File: src/rtl/icache_refill_ctrl.sv
// Direct-mapped instruction cache with single-line miss/refill FSM for dual-issue fetch.
// Optional miss counter output when ICACHE_MISS_CNT_EN is defined.
module icache_refill_ctrl #(
  parameter int unsigned Lines     = 16,
  parameter int unsigned LineWords = 4,
  parameter int unsigned AddrW     = 32
) (
  input  logic             clk_i,
  input  logic             rst_ni,
  input  logic             fetch_req_i,
  input  logic [AddrW-1:0] fetch_addr_i,
  output logic [63:0]      fetch_data_o,
  output logic             fetch_valid_o,
  output logic             imem_miss_o,
  input  logic             inv_all_i,
  output logic             mem_req_o,
  output logic [AddrW-1:0] mem_addr_o,
  input  logic             mem_ready_i,
  input  logic             mem_rvalid_i,
  input  logic [31:0]      mem_rdata_i
`ifdef ICACHE_MISS_CNT_EN
  ,
  output logic [31:0]      miss_count_o
`endif
);

  localparam int unsigned OffW  = $clog2(LineWords * 4);
  localparam int unsigned IdxW  = $clog2(Lines);
  localparam int unsigned TagW  = AddrW - OffW - IdxW;
  localparam int unsigned WIdxW = $clog2(LineWords);

  typedef enum logic [1:0] {StIdle, StReq, StRefill} state_e;

  state_e            state_q;
  logic [Lines-1:0]  valid_q;
  logic [TagW-1:0]   tag_q  [Lines];
  logic [31:0]       data_q [Lines][LineWords];
  logic [WIdxW-1:0]  beat_q;
  logic              inv_pend_q;
  logic              mem_req_q;
  logic [AddrW-1:0]  mem_addr_q;

  logic [IdxW-1:0]   f_idx, r_idx;
  logic [TagW-1:0]   f_tag, r_tag;
  logic [WIdxW-1:0]  w_sel, w_lo, w_hi;
  logic              hit, refill_we, last_beat;

  always_comb begin
    f_idx     = fetch_addr_i[OffW +: IdxW];
    f_tag     = fetch_addr_i[AddrW-1:OffW+IdxW];
    r_idx     = mem_addr_q[OffW +: IdxW];
    r_tag     = mem_addr_q[AddrW-1:OffW+IdxW];
    // Pairs are 8B aligned: low word is even, high word is the odd neighbour.
    w_sel     = fetch_addr_i[OffW-1:2];
    w_lo      = w_sel & ~WIdxW'(1);
    w_hi      = w_sel | WIdxW'(1);
    hit       = fetch_req_i & valid_q[f_idx] & (tag_q[f_idx] == f_tag);
    refill_we = (state_q == StRefill) & mem_rvalid_i;
    last_beat = (beat_q == WIdxW'(LineWords - 1));
  end

  assign fetch_data_o  = {data_q[f_idx][w_hi], data_q[f_idx][w_lo]};
  assign fetch_valid_o = (state_q == StIdle) & hit;
  assign imem_miss_o   = (state_q != StIdle) | (fetch_req_i & ~hit);
  assign mem_req_o     = mem_req_q;
  assign mem_addr_o    = mem_addr_q;

  always_ff @(posedge clk_i or negedge rst_ni) begin
    if (!rst_ni) begin
      state_q    <= StIdle;
      valid_q    <= '0;
      beat_q     <= '0;
      inv_pend_q <= 1'b0;
      mem_req_q  <= 1'b0;
      mem_addr_q <= '0;
    end else begin
      if (inv_all_i) valid_q <= '0;
      unique case (state_q)
        StIdle: begin
          inv_pend_q <= 1'b0;
          if (fetch_req_i && !hit) begin
            state_q    <= StReq;
            mem_req_q  <= 1'b1;
            mem_addr_q <= {fetch_addr_i[AddrW-1:OffW], {OffW{1'b0}}};
          end
        end
        StReq: begin
          if (inv_all_i) inv_pend_q <= 1'b1;
          if (mem_ready_i) begin
            mem_req_q <= 1'b0;
            state_q   <= StRefill;
          end
        end
        StRefill: begin
          if (inv_all_i) inv_pend_q <= 1'b1;
          if (mem_rvalid_i) begin
            beat_q <= beat_q + WIdxW'(1);
            if (last_beat) begin
              beat_q  <= '0;
              state_q <= StIdle;
              // A fence.i seen at any point of the refill leaves the line invalid.
              if (!inv_pend_q && !inv_all_i) valid_q[r_idx] <= 1'b1;
            end
          end
        end
        default: state_q <= StIdle;
      endcase
    end
  end

  // Data and tag arrays carry no reset; valid bits gate them.
  always_ff @(posedge clk_i) begin
    if (refill_we) begin
      data_q[r_idx][beat_q] <= mem_rdata_i;
      if (last_beat) tag_q[r_idx] <= r_tag;
    end
  end

`ifdef ICACHE_MISS_CNT_EN
  logic [31:0] miss_cnt_q;

  always_ff @(posedge clk_i or negedge rst_ni) begin
    if (!rst_ni) begin
      miss_cnt_q <= '0;
    end else if (inv_all_i) begin
      miss_cnt_q <= '0;
    end else if ((state_q == StIdle) && fetch_req_i && !hit && (miss_cnt_q != '1)) begin
      miss_cnt_q <= miss_cnt_q + 32'd1;
    end
  end

  assign miss_count_o = miss_cnt_q;
`endif

`ifndef SYNTHESIS
  logic             chk_miss_q;
  logic [AddrW-1:0] chk_addr_q;

  always_ff @(posedge clk_i or negedge rst_ni) begin
    if (!rst_ni) begin
      chk_miss_q <= 1'b0;
      chk_addr_q <= '0;
    end else begin
      chk_miss_q <= imem_miss_o;
      chk_addr_q <= fetch_addr_i;
      if (chk_miss_q) begin
        assert (fetch_addr_i == chk_addr_q)
          else $error("fetch_addr changed while imem_miss was high");
      end
      if (fetch_req_i) begin
        assert (fetch_addr_i[2:0] == 3'b000) else $error("fetch_addr not 8B aligned");
      end
      assert (!(fetch_valid_o && imem_miss_o)) else $error("fetch_valid with imem_miss");
    end
  end
`endif

endmodule

File: config.mk
export PLATFORM = sky130hd
export DESIGN_NAME = icache_refill_ctrl
export DESIGN_NICKNAME = d
export VERILOG_FILES = /design/src/rtl/icache_refill_ctrl.sv
export SDC_FILE = /design/constraint.sdc
export NUM_CORES = 2
export LEC_CHECK = 0
export ABC_AREA = 1
export ABC_CLOCK_PERIOD_IN_PS = 3600
export CORE_UTILIZATION = 30
export DETAILED_ROUTE_END_ITERATION = 16
export PLACE_DENSITY = 0.5
export SLEW_MARGIN = 0
export SYNTH_ARGS = -nofsm -noshare
export SYNTH_HDL_FRONTEND = slang
export SYNTH_SLANG_ARGS = --single-unit
File: constraint.sdc
create_clock -name clk_i -period 3.6 [get_ports clk_i]
set_input_delay 0.9 -clock clk_i [delete_from_list [all_inputs] [get_ports clk_i]]
set_output_delay 0.9 -clock clk_i [all_outputs]
set_load 0.005 [all_outputs]
==> implementation parameters <==
Parameter                              Value

Worst setup path
  Critical Path Fanout Max    8
  Master of the slowest instance on the critical path    sky130_fd_sc_hd__nor3_4
  CP most frequent cell    sky130_fd_sc_hd__nand2_2
  Buffering stage count on the worst path with inverters included    7
  Startpoint kind of the worst setup timing path    input port
  Category of the worst setup path capture point    output port
  Worst reg2reg startpoint    tag_q[12][12]$_DFFE_PP_
  Setup Crit Path Kind    input port to output port
  Worst R2R Path Depth    20
  Ordered list of cells on the worst path    buf_16 -> buf_12 -> clkinv_16 -> buf_12 -> buf_8 -> nand2_2 -> nand3_2 -> nand2_2 -> a21oi_2 -> nand2_2 -> nand2_2 -> nand2_2 -> buf_6 -> nand2_2 -> nor3b_2 -> nand4_1 -> nor3_4 -> buf_2
  CP delay by family, top    simple AND/OR/NAND/NOR gates
  Critical Path AT    3.06 ns
  Highest cell delay on the worst timing path    0.24 ns
  Register-to-register path setup slack    0.82 ns
  Capture point of the worst reg-to-reg path    mem_addr_o[29]$_DFFE_PN0P_
  CP Launch Point    fetch_addr_i[4]
  WP data required    2.70 ns

Timing
  Setup TNS    -10.26 ns
  Final Slew Violations    0
  Tcrit/Tclk final    1.10
  Minimum clock period    3.96 ns
  Max-Slew Margin vs Limit    0.158
  Count of endpoints failing hold in the final timing report    0
  Worst-margin pin slew    1.26 ns
  Post-route clock skew    0.0965 ns
  Total setup violations reported at the end of the flow    66
  Setup slack of the critical path after layout    -0.360 ns
  Achievable Freq    0.253 GHz
  Unrepaired setup endpoints after global routing    yes

Drt
  Wirelength, routed    342 mm
  Pre-antenna DRT Iters    6
  Vias post-DR    68600
  DRC violation count after routing    0
  DRT antenna net count    0
  Number of DRC markers after the initial detailed-route iteration    7346
  Wire per inst    26.0 um
  Vias per cell    5.21

GRT
  Antenna violations before repair    28
  Pin count of the biggest net entering global routing    65
  Number of global-route vias before repair    65600
  First-pass GRT wire length    482 mm
  GRT Total Usage    0.200
  Gr ovfl total    0

Pwr
  Switching power of the nets    16.6 mW
  Cell internal power dissipation    52.2 mW
  Clock network fraction of design power    0.404
  Switching Fraction    0.241
  Peak supply drop    539 uV
  Combinational Power Share    0.110
  Power, Total    68.8 mW
  Static Leakage    44.5 nW
  Power per Cell Area    528 mW/mm^2
  Sequential share of power    0.486

Final layout
  Layout cell share with drive strength beyond 1    0.250
  Final nets    8724
  Synth-to-Final Area Change    32.7%

Run status
  Failing checks    negative setup slack
  Outcome    finished with violations

Synthesis
  Number of library cell types mapped by synthesis    37
  Sequential area share after synthesis    0.757
  Number of flip-flops and latches in the synthesized netlist    2482
  Yosys warnings    0
  Dominant combinational cell family by area after synthesis    compound AO/OA/AOI/OAI gates
  Number of enable flip-flop cells after synthesis    2432
  Mux share of post-synthesis cell area    0
  Synth Cell Area    0.0981 sq mm
  Adder and majority gate portion of the synthesized area    0.000893
  Fraction of synthesized cell area in xor and xnor cells    0
  Mean instance size in the synthesized netlist    12.8 sq um
  Primary FF master, synth    sky130_fd_sc_hd__edfxtp_1
  Compound-gate portion of the synthesized area    0.113
  Gate Count Post-Synth    7663
  Share of async-settable or async-resettable flops after synthesis    0.0201
  Simple logic cell fraction of the synthesized area    0.100

Place
  Count of buffers inserted at the top-level ports    161
  Half-perimeter wire length of the detailed placement result    185 mm
  Post-place setup slack    -1.06 ns
  Placer Congestion    0.801

Clock network
  CTS root buf    sky130_fd_sc_hd__clkbuf_16
  Buffer levels on the longest clock path    4
  Clock tree from TritonCTS    yes
  Clock latency on the worst-skew pair    0.94 ns
  Htree depth    5
  Clock-pin slew reported for the worst setup and hold paths after clock tree synthesis    0.06 ns
  Sink Count    2482
  Number of buffers created by CTS    287

Die
  Floorplan Core Area    0.325 sq mm
  Number of standard-cell rows in the floorplan    209
  Width of the chip    574 um
  Area enclosed by the die boundary    0.329 sq mm
  Number of placed I/O pins    169
  Starting density of the core    0.302
  Die height    574 um

Min path
  Class of the tightest hold or removal check    input port to asynchronous set/reset pin

Run
  Max_cap viols    0
## per-stage QoR
| stage | cells | hold slack [ns] | util | instance area [sq um] |
|---|---|---|---|---|
| 2_1_floorplan | 7666 | 0.448 | - | 98100 |
| 3_3_place_gp | 12300 | 0.476 | 0.342 | 111000 |
| 3_5_place_dp | 12300 | 0.476 | 0.342 | 111000 |
| 4_1_cts | 13100 | 0.162 | 0.390 | 127000 |
| 5_1_grt | 13200 | 0.189 | 0.401 | 130000 |
| 6_report | 13200 | 0.177 | 0.401 | 130000 |
## worst max path at each step
stage | end | cells after the start
detailed placement | fetch_data_o[28] | 10
finish | fetch_valid_o | 18
global placement | fetch_data_o[28] | 10
CTS | fetch_valid_o | 17
floorplan | data_q[0][0]$_DFFE_PP_ | 5
global route | imem_miss_o | 20
## layout make-up
cell class	instances	area [sq um]
flip-flops and latches	2482	74300
clock inverters	112	1080
inverters	117	499
well taps	4325	5410
repair buffers	1232	16600
multi-input cells	4526	24600
clock buffers	368	7710
fillers	30000	195000
diodes	10	25.0
repair inverters	1	30.0
## sequential cells by signal, indices dropped and copies added, names as in the netlist
signal      count
mem_addr_o     28
data_q       2048
tag_q         384
beat_q          2
inv_pend_q      1
valid_q        16
state_q         2
mem_req_o       1
## cell usage in the layout (no fill, tap or decap), types with 93 or more instances in the layout
cell / n
sky130_fd_sc_hd__o21ai_2: 153
sky130_fd_sc_hd__nand2_2: 93
sky130_fd_sc_hd__clkbuf_16: 334
sky130_fd_sc_hd__nor2_1: 1229
sky130_fd_sc_hd__buf_12: 272
sky130_fd_sc_hd__o21ai_1: 343
sky130_fd_sc_hd__edfxtp_1: 2432
sky130_fd_sc_hd__nand2_1: 691
sky130_fd_sc_hd__inv_1: 111
sky130_fd_sc_hd__o22ai_2: 100
sky130_fd_sc_hd__buf_4: 470
sky130_fd_sc_hd__nand3_1: 245
sky130_fd_sc_hd__o21ai_0: 790
sky130_fd_sc_hd__buf_6: 192
sky130_fd_sc_hd__o22ai_1: 463
## metal layers
layer / vias up / GRT usage / part of all wire
li1: 30300 / - / -
met1: 35200 / 0.275 / 0.43
met2: 2622 / 0.331 / 0.48
met3: 518 / 0.0262 / 0.065
met4: 12 / 0.0566 / 0.028
met5: - / 0 / 0.00025
## power by group through the flow
stage | combinational, mW | clock, mW | sequential (mW)
final | 7.53 | 27.8 | 33.5
after global routing | 8.00 | 29.2 | 33.5
after CTS | 7.08 | 28.2 | 33.5
after detailed placement | 5.96 | 0 | 34.1
after global placement | 5.91 | 0 | 34.0
after floorplan | 2.39 | 0 | 33.8
## cells in the mapped netlist, types with 2 or more instances
master,instances,area [sq um]
sky130_fd_sc_hd__edfxtp_1,2432,73000
sky130_fd_sc_hd__nor2_1,1353,5080
sky130_fd_sc_hd__o21ai_0,1256,6290
sky130_fd_sc_hd__nand2_1,822,3090
sky130_fd_sc_hd__o22ai_1,566,3540
sky130_fd_sc_hd__clkbuf_1,367,1380
sky130_fd_sc_hd__nand3_1,303,1520
sky130_fd_sc_hd__inv_1,113,424
sky130_fd_sc_hd__buf_2,108,541
sky130_fd_sc_hd__a21oi_1,56,280
sky130_fd_sc_hd__dfrtp_1,50,1250
sky130_fd_sc_hd__o21ai_1,43,215
sky130_fd_sc_hd__o221ai_1,42,368
sky130_fd_sc_hd__buf_1,32,120
sky130_fd_sc_hd__o31ai_1,20,150
sky130_fd_sc_hd__o211ai_1,18,135
sky130_fd_sc_hd__buf_4,17,128
sky130_fd_sc_hd__buf_6,16,180
sky130_fd_sc_hd__a31oi_1,7,43.8
sky130_fd_sc_hd__ha_1,7,87.6
sky130_fd_sc_hd__nand3b_1,4,30.0
sky130_fd_sc_hd__nand4_1,4,25.0
sky130_fd_sc_hd__o21ai_2,4,35.0
sky130_fd_sc_hd__or2_2,4,25.0
sky130_fd_sc_hd__nor3_1,3,15.0
sky130_fd_sc_hd__clkinv_1,2,7.51
sky130_fd_sc_hd__inv_2,2,7.51
sky130_fd_sc_hd__nor4_1,2,12.5
sky130_fd_sc_hd__or2_1,2,12.5
## kinds of logic (layout without fill, tap and decap cells)
logic type,after synthesis,count (layout)
AND/OR/NAND/NOR,2502,2502
AO/OA/AOI/OAI,2013,2013
adder cells (fa/ha/maj),7,7
buffers and inverters,658,1830
other,1,14
flip-flops,2482,2482
## worst register-to-register path: cells and delay by family (launching register included)
kind	cells	cell delay, ns
buffers and inverters	5	0.88
flip-flops	1	0.38
AND/OR/NAND/NOR	15	1.44
## timing repair
action,in CTS,in global routing
gates resized for setup,1175,835
setup buffers,236,109
pin swaps,340,538
endpoints found under the hold margin,0,0
hold buffers,0,0
gates cloned,79,42
setup endpoints to repair,66,66
(Power assumes the default switching activity.)
